===== src/rtl/muldiv_unit_if.sv =====
// rtl/muldiv_unit_if.sv - request and write-back bundle for muldiv_unit
//
// Purpose: carries the operand request from the issuing side and the
// write-back/status signals returned by the multiply/divide unit.
// Ports (signals):
//   start, op, src_a, src_b, dest   request (master -> slave)
//   busy, done, hi                  status / high half or remainder (slave -> master)
//   wb_we, wb_reg, wb_data          reg_file write port (slave -> master)
// Modports: master = issuing side / bench, slave = muldiv_unit.

interface muldiv_unit_if #(
  parameter int WIDTH = 16
);
  logic             start;
  logic             op;
  logic [WIDTH-1:0] src_a;
  logic [WIDTH-1:0] src_b;
  logic [1:0]       dest;
  logic             busy;
  logic             done;
  logic [WIDTH-1:0] hi;
  logic             wb_we;
  logic [1:0]       wb_reg;
  logic [WIDTH-1:0] wb_data;

  modport master (
    output start, op, src_a, src_b, dest,
    input  busy, done, hi, wb_we, wb_reg, wb_data
  );

  modport slave (
    input  start, op, src_a, src_b, dest,
    output busy, done, hi, wb_we, wb_reg, wb_data
  );
endinterface


===== src/rtl/muldiv_unit.sv =====
// rtl/muldiv_unit.sv - iterative unsigned multiply/divide execute unit
//
// Purpose: shift-add multiply (and, with MULDIV_DIV_EN defined, restoring
// divide) over WIDTH cycles, writing the low half / quotient back to the
// reg_file with a one-cycle pulse and holding the high half / remainder in hi.
// Ports:
//   clock    system clock, all state changes on posedge
//   reset_n  synchronous active-low reset
//   bus      muldiv_unit_if.slave: start/op/src_a/src_b/dest request,
//            busy/done/hi status, wb_we/wb_reg/wb_data write-back
// Configuration: MULDIV_DIV_EN enables the divider; without it op=1 completes
// on the next edge with no write-back and unchanged results.

module muldiv_unit #(
  parameter int WIDTH = 16
) (
  input logic          clock,
  input logic          reset_n,
  muldiv_unit_if.slave bus
);

  typedef enum logic [1:0] {IDLE, RUN, DONE} state_t;

  state_t           state;
  logic [4:0]       count;
  logic [WIDTH-1:0] a_q;       // multiplicand / dividend
  logic [WIDTH-1:0] work_hi;   // running high half / partial remainder
  logic [WIDTH-1:0] work_lo;   // multiplier being consumed / quotient being built
  logic             busy_q;
  logic             done_q;
  logic             wb_we_q;
  logic [1:0]       wb_reg_q;
  logic [WIDTH-1:0] wb_data_q;
  logic [WIDTH-1:0] hi_q;

  logic [WIDTH:0]   mul_sum;
  logic [WIDTH-1:0] step_hi;
  logic [WIDTH-1:0] step_lo;

`ifdef MULDIV_DIV_EN
  logic             op_q;
  logic [WIDTH-1:0] b_q;
  logic [WIDTH:0]   div_shift;
  logic [WIDTH:0]   div_diff;
`endif

  // One iteration of the selected algorithm, applied to the work registers.
  always_comb begin
    mul_sum = {1'b0, work_hi} + (work_lo[0] ? {1'b0, a_q} : {(WIDTH+1){1'b0}});
    step_hi = mul_sum[WIDTH:1];
    step_lo = {mul_sum[0], work_lo[WIDTH-1:1]};
`ifdef MULDIV_DIV_EN
    div_shift = {work_hi, work_lo[WIDTH-1]};
    div_diff  = div_shift - {1'b0, b_q};
    if (op_q) begin
      // Borrow out of the top bit means the trial subtract went negative.
      if (!div_diff[WIDTH]) begin
        step_hi = div_diff[WIDTH-1:0];
        step_lo = {work_lo[WIDTH-2:0], 1'b1};
      end else begin
        step_hi = div_shift[WIDTH-1:0];
        step_lo = {work_lo[WIDTH-2:0], 1'b0};
      end
    end
`endif
  end

  always_ff @(posedge clock) begin
    if (!reset_n) begin
      state     <= IDLE;
      count     <= 5'd0;
      a_q       <= '0;
      work_hi   <= '0;
      work_lo   <= '0;
      busy_q    <= 1'b0;
      done_q    <= 1'b0;
      wb_we_q   <= 1'b0;
      wb_reg_q  <= 2'b00;
      wb_data_q <= '0;
      hi_q      <= '0;
`ifdef MULDIV_DIV_EN
      op_q      <= 1'b0;
      b_q       <= '0;
`endif
    end else begin
      done_q  <= 1'b0;
      wb_we_q <= 1'b0;
      case (state)
        IDLE, DONE: begin
          if (bus.start) begin
            a_q      <= bus.src_a;
            wb_reg_q <= bus.dest;
            count    <= 5'(WIDTH);
            work_hi  <= '0;
`ifdef MULDIV_DIV_EN
            op_q     <= bus.op;
            b_q      <= bus.src_b;
            // Dividend enters the quotient register and is shifted out MSB first.
            work_lo  <= bus.op ? bus.src_a : bus.src_b;
            state    <= RUN;
            busy_q   <= 1'b1;
`else
            work_lo  <= bus.src_b;
            if (bus.op) begin
              // No divider built: complete immediately, results untouched.
              state  <= DONE;
              busy_q <= 1'b0;
              done_q <= 1'b1;
            end else begin
              state  <= RUN;
              busy_q <= 1'b1;
            end
`endif
          end else begin
            state  <= IDLE;
            busy_q <= 1'b0;
          end
        end

        RUN: begin
          count   <= count - 5'd1;
          work_hi <= step_hi;
          work_lo <= step_lo;
`ifdef MULDIV_DIV_EN
          if (op_q && (b_q == '0)) begin
            state     <= DONE;
            busy_q    <= 1'b0;
            done_q    <= 1'b1;
            wb_we_q   <= (wb_reg_q != 2'b00);
            wb_data_q <= '1;
            hi_q      <= a_q;
          end else
`endif
          if (count == 5'd1) begin
            state     <= DONE;
            busy_q    <= 1'b0;
            done_q    <= 1'b1;
            wb_we_q   <= (wb_reg_q != 2'b00);   // R0 is hard-wired to zero
            wb_data_q <= step_lo;
            hi_q      <= step_hi;
          end
        end

        default: begin
          state  <= IDLE;
          busy_q <= 1'b0;
        end
      endcase
    end
  end

  assign bus.busy    = busy_q;
  assign bus.done    = done_q;
  assign bus.wb_we   = wb_we_q;
  assign bus.wb_reg  = wb_reg_q;
  assign bus.wb_data = wb_data_q;
  assign bus.hi      = hi_q;

endmodule


===== src/flat_wrapper.sv =====
// flat-port wrapper written by rule: the top's interface ports become plain ports
module muldiv_unit_flat 
#(
  parameter int WIDTH = 16
)
  (clock, reset_n, bus_start, bus_op, bus_src_a, bus_src_b, bus_dest, bus_busy, bus_done, bus_hi, bus_wb_we, bus_wb_reg, bus_wb_data);
  muldiv_unit_if #(.WIDTH(WIDTH)) bus_i ();
  input logic clock;
  input logic reset_n;
  input wire logic [$bits(bus_i.start)-1:0] bus_start;
  input wire logic [$bits(bus_i.op)-1:0] bus_op;
  input wire logic [$bits(bus_i.src_a)-1:0] bus_src_a;
  input wire logic [$bits(bus_i.src_b)-1:0] bus_src_b;
  input wire logic [$bits(bus_i.dest)-1:0] bus_dest;
  output wire logic [$bits(bus_i.busy)-1:0] bus_busy;
  output wire logic [$bits(bus_i.done)-1:0] bus_done;
  output wire logic [$bits(bus_i.hi)-1:0] bus_hi;
  output wire logic [$bits(bus_i.wb_we)-1:0] bus_wb_we;
  output wire logic [$bits(bus_i.wb_reg)-1:0] bus_wb_reg;
  output wire logic [$bits(bus_i.wb_data)-1:0] bus_wb_data;
  assign bus_i.start = bus_start;
  assign bus_i.op = bus_op;
  assign bus_i.src_a = bus_src_a;
  assign bus_i.src_b = bus_src_b;
  assign bus_i.dest = bus_dest;
  assign bus_busy = bus_i.busy;
  assign bus_done = bus_i.done;
  assign bus_hi = bus_i.hi;
  assign bus_wb_we = bus_i.wb_we;
  assign bus_wb_reg = bus_i.wb_reg;
  assign bus_wb_data = bus_i.wb_data;
  muldiv_unit #(.WIDTH(WIDTH)) u_core (.clock(clock), .reset_n(reset_n), .bus(bus_i));
endmodule

===== config.mk =====
export PLATFORM = sky130hd
export DESIGN_NAME = muldiv_unit_flat
export DESIGN_NICKNAME = d
export VERILOG_FILES = /design/src/rtl/muldiv_unit_if.sv /design/src/rtl/muldiv_unit.sv /design/src/flat_wrapper.sv
export SDC_FILE = /design/constraint.sdc
export NUM_CORES = 1
export LEC_CHECK = 0
export BUFFER_PORTS_ARGS = -buffer_cell sky130_fd_sc_hd__buf_2
export CAP_MARGIN = 20
export CORE_MARGIN = 1.5
export CORE_UTILIZATION = 55
export CTS_BUF_LIST = sky130_fd_sc_hd__clkbuf_16
export DETAILED_ROUTE_END_ITERATION = 12
export PLACE_DENSITY = 0.83
export SLEW_MARGIN = 20
export SYNTH_ARGS = -nofsm -noshare
export SYNTH_HDL_FRONTEND = slang
export SYNTH_SLANG_ARGS = --single-unit

===== constraint.sdc =====
create_clock -name clock -period 2.7 [get_ports clock]
set_input_delay 0.54 -clock clock [delete_from_list [all_inputs] [get_ports clock]]
set_output_delay 0.54 -clock clock [all_outputs]
set_load 0.01 [all_outputs]

### Yosys cells after proc, flatten, opt, wreduce, memory -nomap -nowiden

Index checks and enable logic that the tools add are counted.

* bits of input ports: 38
* output and inout port bits: 37
* register bits after elaboration: 92
* logic and storage cells: 45

* reductions and logical operators: 8
* equal/unequal tests: 5
* multiplexer cells: 19
* add/subtract/negate cells: 2

Operators by type and width (count)
* one-hot mux 16 bit (2 select lines): 2
* two-way mux 16 bit: 3
* adder 16 x 17 -> 17 bit: 1
* one-hot mux 5 bit (2 select lines): 1
* two-way mux 1 bit: 6
* two-way mux 2 bit: 3
* AND reduction 2 bit: 3
* == test 5 x 1 -> 1 bit, second input constant: 1
* two-way mux 5 bit: 1
* subtractor 5 x 1 -> 5 bit, second input constant: 1
* one-hot mux 1 bit (2 select lines): 2
* one-hot mux 2 bit (2 select lines): 1
* nonzero test 2 bit: 2
* AND reduction 3 bit: 1
* == test 2 x 1 -> 1 bit, second input constant: 1
* == test 2 bit, second input constant: 1
* logical NOT 2 bit: 1
* != test 2 x 1 -> 1 bit, second input constant: 1
* != test 2 bit, second input constant: 1
* OR reduction 2 bit: 1

### Logic depth before layout (Yosys ltp)

Gate-level depths: netlist (run 1).

* depth in word-level cells: 4
* depth in mapped cells: 9

### Worst setup path after synthesis (run 1)

No wires, ideal clock.

* path kind: register -> register
* start: register u_core.work_lo[0]
* end: register u_core.work_hi[13]
* data arrival time: 2.380 ns
* period minus slack after synthesis: 2.498 ns
* data required time: 2.583 ns
* stages on the path, launching flop included: 10
* path slack: 0.202 ns
* cells stage by stage: dfxtp_1 > clkbuf_1 > and2_1 > ha_1 > fa_1 > a21oi_2 > o211ai_2 > a31o_1 > or3_1 > a32o_1

* longest elaborated chain between the ends: 3

Ends and longest elaborated chain
* start: declaration: line muldiv_unit.sv:28 `logic [WIDTH-1:0] work_lo;`
* start signal: assignment: line muldiv_unit.sv:103 `work_lo <= bus.src_b;`
* start signal: assignment: line muldiv_unit.sv:123 `work_lo <= step_lo;`
* two-way mux 16 bit: line muldiv_unit.sv:49 `mul_sum = {1'b0, work_hi} + (work_lo[0] ? {1'b0, a_q} : {(WIDTH+1){1'b0}});`
* adder 16 x 17 -> 17 bit: line muldiv_unit.sv:49
* one-hot mux 16 bit (2 select lines): line muldiv_unit.sv:88 `case (state)`
* end signal: assignment: line muldiv_unit.sv:122 `work_hi <= step_hi;`
* end: declaration: line muldiv_unit.sv:27 `logic [WIDTH-1:0] work_hi;`

No other way between the ends.
A chain may end at the register's enable or synchronous reset.

### Worst setup path in the final report (run 1)

Same ends and word-level chain as after synthesis.

==> results of run 1 <==
area by class of cell:
| class | count | area, um^2 | share of cell area [%] |
|---|---|---|---|
| inverter | 8 | 30.0 | 0.592 |
| clock inverter | 7 | 82.6 | 1.63 |
| clock buffer | 9 | 225 | 4.44 |
| tap | 102 | 128 | 2.51 |
| timing repair buffer | 84 | 445 | 8.78 |
| sequential | 91 | 1820 | 35.9 |
| multi-input combinational | 394 | 2340 | 46.2 |
worst reg2reg max path: cells and delay by family (launching register included):
family                     cells  cell delay [ps]
adders and majority gates      2              670
and+or+nand+nor                2              540
AOI/OAI and AO/OA              4              890
DFF                            1              360
cells by family after synthesis:
| kind of cell | count (synthesis) |
|---|---|
| compound gates | 156 |
| buf+inv | 40 |
| xor+xnor | 6 |
| simple gates | 212 |
| fa+ha+maj | 19 |
| mux | 1 |
| flops | 91 |
power by group through the flow:
| stage | registers (mW) | logic (mW) | clock network (mW) |
|---|---|---|---|
| after floorplan | 1.44 | 0.147 | 0 |
| after global placement | 1.44 | 0.220 | 0 |
| after detailed placement | 1.45 | 0.225 | 0 |
| after CTS | 1.42 | 0.228 | 1.31 |
| after global routing | 1.42 | 0.256 | 1.36 |
| final | 1.42 | 0.228 | 1.29 |
worst max-delay path by stage:
stage                       from                  to  slack, ps
5_1_grt        u_core.work_lo[0]  u_core.work_hi[13]         10
3_3_place_gp   u_core.work_lo[0]  u_core.work_hi[13]        280
2_1_floorplan  u_core.work_lo[0]  u_core.work_hi[13]        200
6_report       u_core.work_lo[0]  u_core.work_hi[13]        140
4_1_cts        u_core.work_lo[0]  u_core.work_hi[13]        160
3_5_place_dp   u_core.work_lo[0]  u_core.work_hi[13]        220
cell usage after synthesis, drive strengths merged, types with 6 or more instances:
cell    instances
a21oi          78
a22oi          18
and2           21
and3            8
buf            12
clkbuf         20
dfxtp          91
ha             18
inv             8
nand2         117
nand3          16
nor2           21
nor3            7
o211ai          6
o21ai          19
or3             7
layer usage:
metal / vias to the layer above / wire (um) / GRT usage, % / part of all wire [%]
met5: - / 0 / 0 / 0
met4: 0 / 231 / 12.8 / 2.1
met3: 22 / 654 / 5.47 / 6.0
met2: 137 / 5290 / 44.7 / 49
met1: 1899 / 4650 / 32.6 / 43
li1: 1975 / - / - / -
metrics by stage:
step	cell area, um^2	power [mW]	util (%)
after global routing	5070	3.04	66.4
after detailed placement	4770	1.67	62.3
after floorplan	4320	1.59	-
after CTS	5070	2.95	66.4
final	5070	2.94	66.4
after global placement	4770	1.66	62.3
==> run summary, run 1 <==
Total Nets Final: 645
Worst setup SP type: flip-flop
drt via density: 5.80
status: complete, no violations
critical path's largest stage delay: 440 ps
most frequent cells in the layout: nand2_1 (116), dfxtp_1 (91), a21oi_1 (74), buf_2 (74)
hold slack final: 438 ps
Buf+Inv Stages, Crit Path: 0
sequential share of the synthesized area: 42.2%
Least-Margin Pin Slew: 954 ps
Worst Hold Class: primary input to flip-flop
crit path capture type: flip-flop
GPL Wtd Cong: 0.905
dpl ws: 218 ps
CP max-delay cell: fa_1
R2R Path Start: u_core.work_lo[0]
crit path max fanout: 8
synthesized area per cell: 8.23 um^2
CTS tree: built
Slew headroom: 36.2%
biggest area consumer among synthesized cells: dfxtp_1
#FFs+latches synth: 91
first-pass GRT wire length: 17900 um
Setup violations, final: 0
die height: 91.6 um
Skew-Pair Late Insertion Delay: 340 ps
clock power share: 44.0%
final std cells w/o fill: 695
Async S/R FF share, synth: 0%
hold_buf cts: 0
Initial Utilization: 56.5%
fin crit share: 94.7%
port buffer count: 74
initial antenna violation count: 0
via count: 4033
Max Clk Rate: 391 MHz
EDFF count, synth: 0
top cell type's share of synthesized area: 42.2%
CP Data Arrival Time: 2790 ps
r2r setup slk: 140 ps
buffers inserted by post-CTS timing repair: 0
1st-pass router iterations: 5
RSZ-0062 raised after global routing: false
n_diodes: 0
Final Max Slew Viols: 0
DIE WIDTH: 91.6 um
Main synth FF type: dfxtp_1
Post-DP HPWL: 7590 um
Routed Antenna Nets: 0
# clock sinks: 91
setup ws final: 144 ps
post-synthesis adder-cell area fraction: 5.68%
Placed Cells: 679
CTS Buf Count: 9
Netlist Area Pre-Place: 0.00432 mm^2
commonest non-fill, non-tap cell in the layout: nand2_1
largest family of logic cells by synthesized area: compound AO/OA/AOI/OAI gates
R2R Path End: u_core.work_hi[13]
post-synthesis mux area share: 0.261%
Reg power frac: 48.2%
distinct cell type count after synthesis: 59
root buffer cell: clkbuf_16
Mapped Cells: 525
r2r worst-path depth: 8
Synth Area in Compound Gates: 23.9%
PD cells: 579 mW/mm^2
I/O pin count: 75
Net Switching: 0.738 mW
Net Count, Synth: 582
routed wire length per instance: 15.6 um
combinational share of power: 7.8%
number of global-route vias before repair: 3840
Fill cells: 662
Die ar.: 0.00839 mm^2
clock tree buffer depth: 2
area growth from synthesis to layout: 17.5%
DR DRC count: 0
gr ovfl total: 0
CP Class: flip-flop to flip-flop
Starting DRT DRC Count: 318
CP top delay family: compound AO/OA/AOI/OAI gates
htree depth: 3
P_leak: 2.15 nW
top post-synthesis cells by area: dfxtp_1 (42%), nand2_1 (10%), a21oi_1 (8.6%)
# resized after CTS: 0
post-synthesis xor/xnor area fraction: 1.22%
YS warnings: 0
Worst Path Required: 2930 ps
Layout Skew: 9.31 ps
Total GRT Usage: 26.6%
Internal: 2.20 mW
Max Cap Viol: 0
Sw Ratio: 25.1%
critical path depth: 8
clk slew on worst S/H paths: 70 ps
fraction of layout cells with a size suffix above 1: 20.2%
CP cell instances: and2_1, ha_1, fa_1, a21oi_2, o211ai_2, a31o_1, or3_1, a32o_1
Core Area: 0.00765 mm^2
final hold violations: 0
min Tclk post-route: 2560 ps
hold depth: 3
Worst Hold Launch: bus_src_a[6]
Setup TNS: 0 ps
Peak VDD IR: 343 uV
Row Count: 32
largest net degree at the start of global routing: 38
post-synthesis simple-gate area fraction: 23.1%
Worst Hold End: u_core.a_q[6]
Post-Route WL: 10800 um
No activity file was read; power rests on OpenSTA's default activity.
==> run 2, diff against run 1 <==
==> constraint.sdc (replaced) <==
create_clock -name clock -period 2.7 [get_ports clock]
set_input_delay 0.135 -clock clock [delete_from_list [all_inputs] [get_ports clock]]
set_output_delay 0.135 -clock clock [all_outputs]
set_load 0.01 [all_outputs]
==> run 2 against run 1 <==
Against the previous run: sequential cell count is the same; first-iteration DRC count fell by 21%; clock power is essentially flat; worst hold slack lost 420 ps; critical path type unchanged.
==> run summary, run 2 (synthesized netlist as in run 1, its figures left out) <==
commonest non-fill, non-tap cell in the layout: nand2_1 (unchanged)
htree depth: 3 (unchanged)
PD cells: 575 mW/mm^2 (was 579 mW/mm^2)
RSZ-0062 raised after global routing: false (unchanged)
CP cell instances: and2_1, ha_1, fa_1, a21oi_2, o211ai_2, a31o_1, or3_1, a32o_1 (unchanged)
critical path's largest stage delay: 430 ps (was 440 ps)
Total GRT Usage: 26.7% (was 26.6%)
worst setup path endpoint: u_core.work_hi[13] (unchanged)
CP Data Arrival Time: 2800 ps (was 2790 ps)
most frequent cells in the layout: nand2_1 (116), dfxtp_1 (91), a21oi_1 (74), buf_2 (74) (unchanged)
hold slack final: 20.9 ps (was 438 ps)
Internal: 2.13 mW (was 2.20 mW)
first-pass GRT wire length: 18000 um (was 17900 um)
CTS tree: built (unchanged)
1st-pass router iterations: 5 (unchanged)
Worst Hold Class: primary input to flip-flop (unchanged)
min Tclk post-route: 2550 ps (was 2560 ps)
Max Clk Rate: 392 MHz (was 391 MHz)
hold_buf cts: 0 (unchanged)
initial antenna violation count: 0 (unchanged)
drt via density: 5.86 (was 5.80)
crit path capture type: flip-flop (unchanged)
CTS Buf Count: 9 (unchanged)
via count: 4072 (was 4033)
P_leak: 2.15 nW (about the same)
crit path max fanout: 8 (unchanged)
GPL Wtd Cong: 0.975 (was 0.905)
Total Nets Final: 645 (unchanged)
routed wire length per instance: 15.7 um (was 15.6 um)
combinational share of power: 7.9% (was 7.8%)
fraction of layout cells with a size suffix above 1: 20.2% (unchanged)
die height: 91.6 um (unchanged)
Slew headroom: 37.0% (was 36.2%)
Setup TNS: 0 ps (unchanged)
CP max-delay cell: fa_1 (unchanged)
Critical Path Start: u_core.work_lo[0] (unchanged)
Row Count: 32 (unchanged)
total power draw: 2.91 mW (was 2.94 mW)
largest net degree at the start of global routing: 33 (was 38)
r2r worst-path depth: 8 (unchanged)
root buffer cell: clkbuf_16 (unchanged)
DIE WIDTH: 91.6 um (unchanged)
buffers inserted by post-CTS timing repair: 0 (unchanged)
Setup violations, final: 0 (unchanged)
clk slew on worst S/H paths: 70 ps (about the same)
Worst Path Required: 2940 ps (was 2930 ps)
Post-Route WL: 10900 um (was 10800 um)
R2R Path Start: u_core.work_lo[0] (unchanged)
final hold violations: 0 (unchanged)
r2r setup slk: 150 ps (was 140 ps)
area growth from synthesis to layout: 17.3% (was 17.5%)
Net Switching: 0.783 mW (was 0.738 mW)
DR DRC count: 0 (unchanged)
Core Area: 0.00765 mm^2 (unchanged)
fin crit share: 94.6% (was 94.7%)
I/O pin count: 75 (unchanged)
clock tree buffer depth: 2 (unchanged)
number of global-route vias before repair: 3902 (was 3840)
gr ovfl total: 0 (unchanged)
CP Class: flip-flop to flip-flop (unchanged)
Least-Margin Pin Slew: 945 ps (was 954 ps)
# clock sinks: 91 (unchanged)
Peak VDD IR: 453 uV (was 343 uV)
Starting DRT DRC Count: 252 (was 318)
Worst setup SP type: flip-flop (unchanged)
Skew-Pair Late Insertion Delay: 350 ps (was 340 ps)
clock power share: 43.4% (was 44.0%)
n_diodes: 0 (unchanged)
port buffer count: 74 (unchanged)
status: complete, no violations (unchanged)
Max Cap Viol: 0 (unchanged)
Initial Utilization: 56.5% (unchanged)
# resized after CTS: 0 (unchanged)
Reg power frac: 48.7% (was 48.2%)
setup ws final: 146 ps (was 144 ps)
Final Max Slew Viols: 0 (unchanged)
Sw Ratio: 26.9% (was 25.1%)
Routed Antenna Nets: 0 (unchanged)
Die ar.: 0.00839 mm^2 (unchanged)
Layout Skew: 11.8 ps (was 9.31 ps)
R2R Path End: u_core.work_hi[13] (unchanged)
dpl ws: 188 ps (was 218 ps)
Post-DP HPWL: 7630 um (was 7590 um)
-- run 2: changes by cell type in the layout (fill, tap and decap cells not counted), sizes merged --
cell / before / now
inv: 12 / 13
bufinv: 1 / 0
clkinv: 0 / 2
clkinvlp: 2 / 0
-- run 2: worst max-delay path: cells and delay by family, from the launching register on --
kind	cells	cell delay [ps]
compound gates	4	900
fa+ha+maj	2	650
flops	1	360
simple gates	2	520
-- run 2: worst min-delay path by stage --
stage / startpoint / to / slack (ps) / cells past startpoint
2_1_floorplan: bus_src_a[0] / u_core.a_q[0] / 270 / 2
3_3_place_gp: bus_dest[0] / u_core.bus.wb_reg[0] / 380 / 3
3_5_place_dp: bus_src_a[15] / u_core.a_q[15] / 380 / 3
4_1_cts: bus_src_a[7] / u_core.a_q[7] / 20 / 3
5_1_grt: bus_dest[0] / u_core.bus.wb_reg[0] / 30 / 3
6_report: bus_src_a[7] / u_core.a_q[7] / 20 / 3
-- run 2: per-stage QoR --
stage / std cells / cell area [um^2] / utilization (%)
3_3_place_gp: 679 / 4770 / 62.3
2_1_floorplan: 525 / 4320 / -
5_1_grt: 695 / 5070 / 66.2
4_1_cts: 695 / 5070 / 66.2
6_report: 695 / 5070 / 66.2
3_5_place_dp: 679 / 4770 / 62.3
-- run 2: cell type report --
| type | count | area (um^2) |
|---|---|---|
| clock buffer | 9 | 225 |
| sequential | 91 | 1820 |
| tap | 102 | 128 |
| multi-input combinational | 394 | 2340 |
| fill | 632 | 2580 |
| timing repair buffer | 84 | 445 |
| inverter | 8 | 30.0 |
| clock inverter | 7 | 73.8 |
-- run 2: per-layer routing --
metal | GRT usage (%) | up-vias | part of all wire, %
met2 | 46.0 | 143 | 50
met1 | 32.8 | 1937 | 42
li1 | - | 1972 | -
met4 | 11.6 | 0 | 1.8
met5 | 0 | - | 0
met3 | 4.73 | 20 | 5.8
-- run 2: power by group through the flow --
stage / clock network [mW] / logic (mW) / registers (mW)
finish: 1.26 / 0.230 / 1.42
global route: 1.33 / 0.255 / 1.42
CTS: 1.28 / 0.229 / 1.42
detailed placement: 0 / 0.227 / 1.45
global placement: 0 / 0.221 / 1.45
floorplan: 0 / 0.147 / 1.44
==> run 3, diff against run 2 <==
--- a/config.mk
+++ b/config.mk
@@ -7,7 +7,7 @@
 export LEC_CHECK = 0
 export BUFFER_PORTS_ARGS = -buffer_cell sky130_fd_sc_hd__buf_2
 export CAP_MARGIN = 20
-export CORE_MARGIN = 1.5
+export CORE_MARGIN = 3
 export CORE_UTILIZATION = 55
 export CTS_BUF_LIST = sky130_fd_sc_hd__clkbuf_16
 export DETAILED_ROUTE_END_ITERATION = 12
==> constraint.sdc (replaced) <==
create_clock -name clock -period 2.71 [get_ports clock]
set_input_delay 0.1355 -clock clock [delete_from_list [all_inputs] [get_ports clock]]
set_output_delay 0.1355 -clock clock [all_outputs]
set_load 0.01 [all_outputs]
==> run 3 against run 2 <==
Against the previous run: combinational power grew 3%; clock skew fell by 2.5 ps; die area rose by 6.7%; global-route usage is 0.75 points lower; worst hold slack better by 12 ps; wire length increased by 2.9%; worst setup slack improved by 61 ps.
==> run summary, run 3 (synthesized netlist as in run 1, its figures left out) <==
status: complete, no violations (unchanged)
n_diodes: 0 (unchanged)
hold slack final: 32.7 ps (was 20.9 ps)
DR DRC count: 0 (unchanged)
Core Area: 0.00745 mm^2 (was 0.00765 mm^2)
Placed Cells: 678 (was 679)
Post-DP HPWL: 7710 um (was 7630 um)
CTS tree: built (unchanged)
PD cells: 573 mW/mm^2 (was 575 mW/mm^2)
crit path capture type: flip-flop (unchanged)
Peak VDD IR: 443 uV (was 453 uV)
worst setup path endpoint: u_core.work_hi[13] (unchanged)
crit path max fanout: 15 (was 8)
drt via density: 5.85 (was 5.86)
Max Cap Viol: 0 (unchanged)
r2r setup slk: 210 ps (was 150 ps)
CP Data Arrival Time: 2730 ps (was 2800 ps)
Slew headroom: 41.6% (was 37.0%)
combinational share of power: 8.1% (was 7.9%)
Initial Utilization: 58.0% (was 56.5%)
1st-pass router iterations: 5 (unchanged)
Worst Hold Class: primary input to flip-flop (unchanged)
Max Clk Rate: 400 MHz (was 392 MHz)
Worst setup SP type: flip-flop (unchanged)
r2r worst-path depth: 8 (unchanged)
# clock sinks: 91 (unchanged)
Critical Path Start: u_core.work_lo[0] (unchanged)
final std cells w/o fill: 694 (was 695)
fraction of layout cells with a size suffix above 1: 20.5% (was 20.2%)
R2R Path End: u_core.work_hi[13] (unchanged)
buffers inserted by post-CTS timing repair: 0 (unchanged)
met3 WL: 712 um (was 637 um)
Setup violations, final: 0 (unchanged)
clock tree buffer depth: 2 (unchanged)
RSZ-0062 raised after global routing: false (unchanged)
R2R Path Start: u_core.work_lo[0] (unchanged)
hold_buf cts: 0 (unchanged)
Starting DRT DRC Count: 278 (was 252)
Least-Margin Pin Slew: 873 ps (was 945 ps)
Top Layer Used: met4 (unchanged)
Total Nets Final: 647 (was 645)
initial antenna violation count: 0 (unchanged)
first-pass GRT wire length: 18500 um (was 18000 um)
Post-Route WL: 11200 um (was 10900 um)
die height: 94.6 um (was 91.6 um)
Reg power frac: 48.5% (was 48.7%)
DIE WIDTH: 94.6 um (was 91.6 um)
I/O pin count: 75 (unchanged)
port buffer count: 74 (unchanged)
Total GRT Usage: 26.0% (was 26.7%)
Internal: 2.19 mW (was 2.13 mW)
min Tclk post-route: 2500 ps (was 2550 ps)
clk slew on worst S/H paths: 60 ps (was 70 ps)
fin crit share: 92.4% (was 94.6%)
routed wire length per instance: 16.2 um (was 15.7 um)
clock power share: 43.3% (was 43.4%)
Layout Skew: 9.38 ps (was 11.8 ps)
Sw Ratio: 24.7% (was 26.9%)
Final Max Slew Viols: 0 (unchanged)
CP Class: flip-flop to flip-flop (unchanged)
Worst Path Required: 2940 ps (about the same)
commonest non-fill, non-tap cell in the layout: nand2_1 (unchanged)
WL met1: 4980 um (was 4640 um)
largest net degree at the start of global routing: 43 (was 33)
Routed Antenna Nets: 0 (unchanged)
number of global-route vias before repair: 3943 (was 3902)
met2 WL: 5290 um (was 5460 um)
gr ovfl total: 0 (unchanged)
most frequent cells in the layout: nand2_1 (116), dfxtp_1 (91), a21oi_1 (74), buf_2 (74) (unchanged)
Skew-Pair Late Insertion Delay: 340 ps (was 350 ps)
root buffer cell: clkbuf_16 (unchanged)
Die ar.: 0.00895 mm^2 (was 0.00839 mm^2)
htree depth: 3 (unchanged)
Setup TNS: 0 ps (unchanged)
area growth from synthesis to layout: 17.6% (was 17.3%)
Row Count: 31 (was 32)
CTS Buf Count: 9 (unchanged)
P_leak: 2.16 nW (was 2.15 nW)
via count: 4057 (was 4072)
final hold violations: 0 (unchanged)
# resized after CTS: 0 (unchanged)
Net Switching: 0.720 mW (was 0.783 mW)
GPL Wtd Cong: 0.903 (was 0.975)
## run 3: cell types whose count changed in the layout (fill, tap and decap cells not counted), sizes merged
cell / previous run / this run
buf: 84 / 86
bufinv: 0 / 1
clkinvlp: 0 / 2
inv: 13 / 10
## run 3: layout make-up
| cell class | count | area, um^2 |
|---|---|---|
| Clock buffer | 9 | 225 |
| Clock inverter | 7 | 75.1 |
| Fill cell | 627 | 2370 |
| Inverter | 8 | 30.0 |
| Multi-Input combinational cell | 394 | 2340 |
| Sequential cell | 91 | 1820 |
| Tap cell | 99 | 124 |
| Timing Repair Buffer | 86 | 460 |
## run 3: how the worst min path moves through the flow
stage / from / to / cells past startpoint
after CTS: bus_src_a[10] / u_core.a_q[10] / 3
final: bus_src_a[13] / u_core.a_q[13] / 3
after floorplan: bus_src_a[0] / u_core.a_q[0] / 2
after global placement: bus_src_a[5] / u_core.a_q[5] / 3
after detailed placement: bus_src_a[10] / u_core.a_q[10] / 3
after global routing: bus_src_a[3] / u_core.a_q[3] / 3
## run 3: layer usage
layer	track usage [%]	up-vias
li1	-	1979
met1	33.7	1892
met2	42.5	157
met3	5.34	29
met4	9.86	0
met5	0	-
## run 3: power by group through the flow
stage	Sequential [mW]	Combinational [mW]	Clock [mW]
6_report	1.41	0.236	1.26
4_1_cts	1.41	0.234	1.26
2_1_floorplan	1.43	0.146	0
3_3_place_gp	1.44	0.221	0
3_5_place_dp	1.44	0.230	0
5_1_grt	1.42	0.260	1.33
## run 3: per-stage QoR
stage	utilization, %	power [mW]	setup WS (ps)	area [um^2]
floorplan	-	1.58	212	4320
global placement	64.2	1.66	307	4780
detailed placement	64.2	1.67	258	4780
CTS	68.2	2.91	229	5080
global route	68.2	3.00	107	5080
finish	68.2	2.91	207	5080
## run 3: worst max-delay path: stages, from the launching register on
cell and delay [ps]:
dfxtp_1 320, buf_4 170, and2_1 180, fa_1 460, a21oi_2 240, o211ai_2 150
a31o_1 210, or3_1 380, a32o_1 270
